File: config.mk
export PLATFORM = sky130hd
export DESIGN_NAME = io_confirmation_unit_flat
export DESIGN_NICKNAME = d
export VERILOG_FILES = /design/src/rtl/io_confirmation_unit_if.sv /design/src/rtl/io_confirmation_unit.sv /design/src/flat_wrapper.sv
export SDC_FILE = /design/constraint.sdc
export NUM_CORES = 1
export LEC_CHECK = 0
export CAP_MARGIN = 20
export CORE_ASPECT_RATIO = 0.9
export CORE_MARGIN = 1.5
export CORE_UTILIZATION = 40
export CTS_CLUSTER_DIAMETER = 60
export DETAILED_ROUTE_END_ITERATION = 8
export PLACE_DENSITY = 0.72
export SLEW_MARGIN = 40
export SYNTH_ARGS = -nofsm -noshare
export SYNTH_HDL_FRONTEND = slang
export SYNTH_SLANG_ARGS = --single-unit
export TNS_END_PERCENT = 30
File: constraint.sdc
create_clock -name clock -period 2 [get_ports clock]
set_clock_uncertainty 0.2 [all_clocks]
set_input_delay 0.5 -clock clock [delete_from_list [all_inputs] [get_ports clock]]
set_output_delay 0.5 -clock clock [all_outputs]
set_load 0.01 [all_outputs]
File: src/rtl/io_confirmation_unit_if.sv
// rtl/io_confirmation_unit_if.sv - ControlCore-side handshake bundle for the I/O confirmation unit
interface io_confirmation_unit_if #(
    parameter int DATA_WIDTH = 32
);
    logic                  is_output;
    logic                  is_input;
    logic [DATA_WIDTH-1:0] output_data;
    logic                  confirmation;
    logic [DATA_WIDTH-1:0] input_data;

    modport master (
        output is_output,
        output is_input,
        output output_data,
        input  confirmation,
        input  input_data
    );

    modport slave (
        input  is_output,
        input  is_input,
        input  output_data,
        output confirmation,
        output input_data
    );
endinterface

File: src/rtl/io_confirmation_unit.sv
// rtl/io_confirmation_unit.sv - pushbutton confirmation handshake for OUTSS, switch sampling for INSW
module io_confirmation_unit #(
    parameter int DATA_WIDTH      = 32,
    parameter int SWITCH_WIDTH    = 16,
    parameter int DEBOUNCE_CYCLES = 500000
) (
    input  logic                    clock,
    input  logic                    reset,
    input  logic                    button_raw,
    input  logic [SWITCH_WIDTH-1:0] switches_raw,
    io_confirmation_unit_if.slave   core,
    output logic                    waiting,
    output logic [DATA_WIDTH-1:0]   display_value
);
    localparam int CW = (DEBOUNCE_CYCLES > 1) ? $clog2(DEBOUNCE_CYCLES) : 1;

    typedef enum logic [1:0] {
        ST_IDLE       = 2'd0,
        ST_WAIT_PRESS = 2'd1,
        ST_ACK        = 2'd2
    } state_t;

    state_t                  r_state;
    state_t                  w_next;
    logic                    w_capture;
    logic                    r_btn_s1;
    logic                    r_btn_s2;
    logic                    r_btn_db;
    logic [CW-1:0]           r_db_cnt;
    logic [SWITCH_WIDTH-1:0] r_sw_s1;
    logic [SWITCH_WIDTH-1:0] r_sw_s2;
    logic                    r_confirmation;
    logic                    r_waiting;
    logic [DATA_WIDTH-1:0]   r_display;
    logic [DATA_WIDTH-1:0]   w_input_data;

    always_ff @(posedge clock) begin
        if (reset) begin
            r_btn_s1 <= 1'b0;
            r_btn_s2 <= 1'b0;
            r_sw_s1  <= '0;
            r_sw_s2  <= '0;
        end else begin
            r_btn_s1 <= button_raw;
            r_btn_s2 <= r_btn_s1;
            r_sw_s1  <= switches_raw;
            r_sw_s2  <= r_sw_s1;
        end
    end

    // The level is only accepted after DEBOUNCE_CYCLES consecutive disagreeing samples.
    always_ff @(posedge clock) begin
        if (reset) begin
            r_btn_db <= 1'b0;
            r_db_cnt <= '0;
        end else if (r_btn_s2 != r_btn_db) begin
            if (r_db_cnt == CW'(DEBOUNCE_CYCLES - 1)) begin
                r_btn_db <= r_btn_s2;
                r_db_cnt <= '0;
            end else begin
                r_db_cnt <= r_db_cnt + 1'b1;
            end
        end else begin
            r_db_cnt <= '0;
        end
    end

    // Entering the wait requires a released button, so a held press never confirms a new OUTSS.
    always_comb begin
        w_next    = r_state;
        w_capture = 1'b0;
        case (r_state)
            ST_IDLE: begin
                if (core.is_output && !r_btn_db) begin
                    w_next    = ST_WAIT_PRESS;
                    w_capture = 1'b1;
                end
            end
            ST_WAIT_PRESS: begin
                if (!core.is_output) begin
                    w_next = ST_IDLE;
                end else if (r_btn_db) begin
                    w_next = ST_ACK;
                end
            end
            ST_ACK:  w_next = ST_IDLE;
            default: w_next = ST_IDLE;
        endcase
    end

    always_ff @(posedge clock) begin
        if (reset) begin
            r_state        <= ST_IDLE;
            r_confirmation <= 1'b0;
            r_waiting      <= 1'b0;
            r_display      <= '0;
        end else begin
            r_state        <= w_next;
            r_confirmation <= (w_next == ST_ACK);
            r_waiting      <= (w_next == ST_WAIT_PRESS);
            if (w_capture) begin
                r_display <= core.output_data;
            end
        end
    end

    always_comb begin
        w_input_data                   = '0;
        w_input_data[SWITCH_WIDTH-1:0] = r_sw_s2;
    end

    assign core.confirmation = r_confirmation;
    assign core.input_data   = w_input_data;
    assign waiting           = r_waiting;
    assign display_value     = r_display;
endmodule

File: src/flat_wrapper.sv
// flat-port wrapper written by rule: the top's interface ports become plain ports
module io_confirmation_unit_flat 
#(
    parameter int DATA_WIDTH      = 32,
    parameter int SWITCH_WIDTH    = 16,
    parameter int DEBOUNCE_CYCLES = 500000
)
  (clock, reset, button_raw, switches_raw, waiting, display_value, core_is_output, core_is_input, core_output_data, core_confirmation, core_input_data);
  io_confirmation_unit_if #(.DATA_WIDTH(DATA_WIDTH)) core_i ();
  input  logic clock;
  input  logic reset;
  input  logic button_raw;
  input  logic [SWITCH_WIDTH-1:0] switches_raw;
  output logic waiting;
  output logic [DATA_WIDTH-1:0] display_value;
  input wire logic [$bits(core_i.is_output)-1:0] core_is_output;
  input wire logic [$bits(core_i.is_input)-1:0] core_is_input;
  input wire logic [$bits(core_i.output_data)-1:0] core_output_data;
  output wire logic [$bits(core_i.confirmation)-1:0] core_confirmation;
  output wire logic [$bits(core_i.input_data)-1:0] core_input_data;
  assign core_i.is_output = core_is_output;
  assign core_i.is_input = core_is_input;
  assign core_i.output_data = core_output_data;
  assign core_confirmation = core_i.confirmation;
  assign core_input_data = core_i.input_data;
  io_confirmation_unit #(.DATA_WIDTH(DATA_WIDTH), .SWITCH_WIDTH(SWITCH_WIDTH), .DEBOUNCE_CYCLES(DEBOUNCE_CYCLES)) u_core (.clock(clock), .reset(reset), .button_raw(button_raw), .switches_raw(switches_raw), .core(core_i), .waiting(waiting), .display_value(display_value));
endmodule
==> impl_metrics.tcl <==
set metrics [dict create \
    crit_path_end_kind "flop" \
    cts_tree "done" \
    grt_overflow_total 0 \
    grt_max_degree 38 \
    fin_cells 563 \
    syn_to_final_growth_pct 43.96 \
    place.gp.congestion 0.7915 \
    highest_layer "met4" \
    synth_cell_type_count 33 \
    cp_max_fo 19 \
    portBuffers 101 \
    cts-root-buf "clkbuf_8" \
    nNetsFinal 516 \
    ir_drop_mv 0.3668 \
    wl_per_cell_um 11.56 \
    fin_crit_sh_pct 105.2 \
    min_period_ns 2.105 \
    core_area_mm2 0.007657 \
    route.detailed.drc 0 \
    final_common_cell "dfxtp_1" \
    maxCapViolations 0 \
    p_per_area_mw_per_mm2 753.2 \
    antenna_found_initial 0 \
    initial_utilization_pct 42.04 \
    htreeDepth 3 \
    insertion_delay_ns 0.35 \
    setup_ws_ns -0.1049 \
    synth_top_flop_cell "dfxtp_1" \
    worstSetupPathType "reg2reg" \
    clock_sinks 90 \
    power_w 0.003491 \
    p_leak_nw 1.889 \
    drive_above_1_share_pct 12.42 \
    final_cell_mix "90 x dfxtp_1, 88 x clkdlybuf4s50_1, 69 x nand2_1" \
    seq_area_frac_synth_pct 55.97 \
    diodes 0 \
    holdCritPathClass "reg2reg" \
    place_area_mm2 0.004394 \
    top_level_ports 119 \
    die_x_um 97.57 \
    async_flop_share_pct 0 \
    grt_pass1_vias 2295 \
    ant_nets 0 \
    dieArea_mm2 0.008596 \
    fin_worst_hold_slack_ns 0.2377 \
    cts_setup_buffers 0 \
    cts_hold_buffers 0 \
    drt-total-wl_um 6509 \
    ys_ff_latch 90 \
    clock_path_buffers 2 \
    gr-usage-all-layers_pct 15.51 \
    grt_first_pass_wirelength_um 10560 \
    hold_viol 0 \
    outcome "finished with violations" \
    rows 30 \
    setup_viol 20 \
    clk_pin_slew_ns 0.09 \
    syn_avg_cell_area_um2 9.251 \
    syn-cell-area_mm2 0.003219 \
    drt_pass1_iterations 4 \
    violations "negative setup slack" \
    syn-instance-count 348 \
    yosysWarnings 0 \
    dieHeight_um 88.11 \
    worstPathRequired_ns 2.03 \
    post-place-ws_ns -0.1095 \
    wl_met1_um 2924 \
    finalMaxSlewViolations 0 \
    dp_hpwl_um 4599 \
    met3_wirelength_um 472 \
    wl_met2_um 3081 \
    rsz0062_at_grt "true" \
    final_cell_area_mm2 0.004634 \
    cts_made_buffers 9 \
    vias 2573 \
    cp-start-kind "flop" \
    fmax_mhz 475.1 \
    synth_edf_count 0 \
    first_iter_violations 52 \
    arrival_ns 2.14 \
    place_inst 547 \
    avgViaCountPerCell 4.570 \
]
[registers in the layout, indices dropped and copies added (netlist names)]
| name | cells |
|---|---|
| u_core.core.confirmation | 1 |
| u_core.display_value | 32 |
| u_core.r_btn_db | 1 |
| u_core.r_btn_s1 | 1 |
| u_core.r_btn_s2 | 1 |
| u_core.r_db_cnt | 19 |
| u_core.r_state | 2 |
| u_core.r_sw_s1 | 16 |
| u_core.r_sw_s2 | 16 |
| u_core.waiting | 1 |
[cells by family (layout without fill, tap and decap cells)]
logic type | after synthesis | in the layout | synth area share [%]
compound gates | 43 | 43 | 7.306
flops | 90 | 90 | 55.97
simple gates | 160 | 160 | 25.26
fa+ha+maj | 1 | 1 | 0.3886
xor+xnor | 14 | 14 | 3.809
buf+inv | 39 | 143 | 7.151
other cells | 1 | 16 | 0.1165
[cell usage after synthesis, types with 3 or more instances]
library cell | count | area share [%]
a21oi_1 | 36 | 5.6
buf_4 | 16 | 3.7
clkbuf_1 | 16 | 1.9
dfxtp_1 | 90 | 56
inv_1 | 4 | 0.47
nand2_1 | 69 | 8.0
nand3_1 | 9 | 1.4
nand4_1 | 5 | 0.97
nor2_1 | 7 | 0.82
nor2_2 | 10 | 1.9
nor2b_1 | 35 | 6.8
nor3_1 | 8 | 1.2
nor4_1 | 3 | 0.58
o21ai_0 | 3 | 0.47
or2_2 | 3 | 0.58
or3_1 | 3 | 0.58
xnor2_1 | 10 | 2.7
xor2_1 | 4 | 1.1
[routing by layer]
metal / global-route usage (%) / up-vias
met3: 7.023 / 4
met5: 0 / -
met2: 25.57 / 89
li1: - / 1326
met4: 5.455 / 0
met1: 18.13 / 1154
[through the flow]
| step | util (%) | TNS (ns) |
|---|---|---|
| 2_1_floorplan | - | -1.832 |
| 3_3_place_gp | 57.39 | -2.688 |
| 3_5_place_dp | 57.39 | -3.726 |
| 4_1_cts | 60.13 | -2.016 |
| 5_1_grt | 60.52 | -2.722 |
| 6_report | 60.52 | -1.768 |
[report_power, final]
group          internal, W  switching [W]  leakage [nW]
clock             0.000588       0.000636         0.104
sequential         0.00186      0.0000251         0.738
combinational     0.000223       0.000156          1.05
[critical path, stage by stage (launching register included)]
cell	delay (ns)
dfxtp_1	0.31
or4b_1	0.53
or4_4	0.55
o21ai_4	0.16
buf_12	0.18
a21oi_1	0.06
[path summary, 6_finish.rpt]
check,depth (start not counted),end,from,slack (ns)
min,1,u_core.r_sw_s2[3],u_core.r_sw_s1[3],0.24
min reg2reg,1,u_core.r_sw_s2[3],u_core.r_sw_s1[3],0.24
max,5,u_core.r_db_cnt[18],u_core.r_db_cnt[11],-0.10
max reg2reg,5,u_core.r_db_cnt[18],u_core.r_db_cnt[11],-0.10
[area by class of cell]
cell class	count	area, um2
timing repair buffer	123	1239
multi-input combinational	234	1260
clock inverter	7	75.07
clock buffer	9	123.9
inverter	4	15.01
tap	96	120.1
fill	669	3023
sequential	90	1802
[repair_timing]
action	in CTS	in global routing
endpoints found under the setup margin	20	32
gates cloned	0	0
resized for setup	3	12
Power figures use the tool's default switching activity.
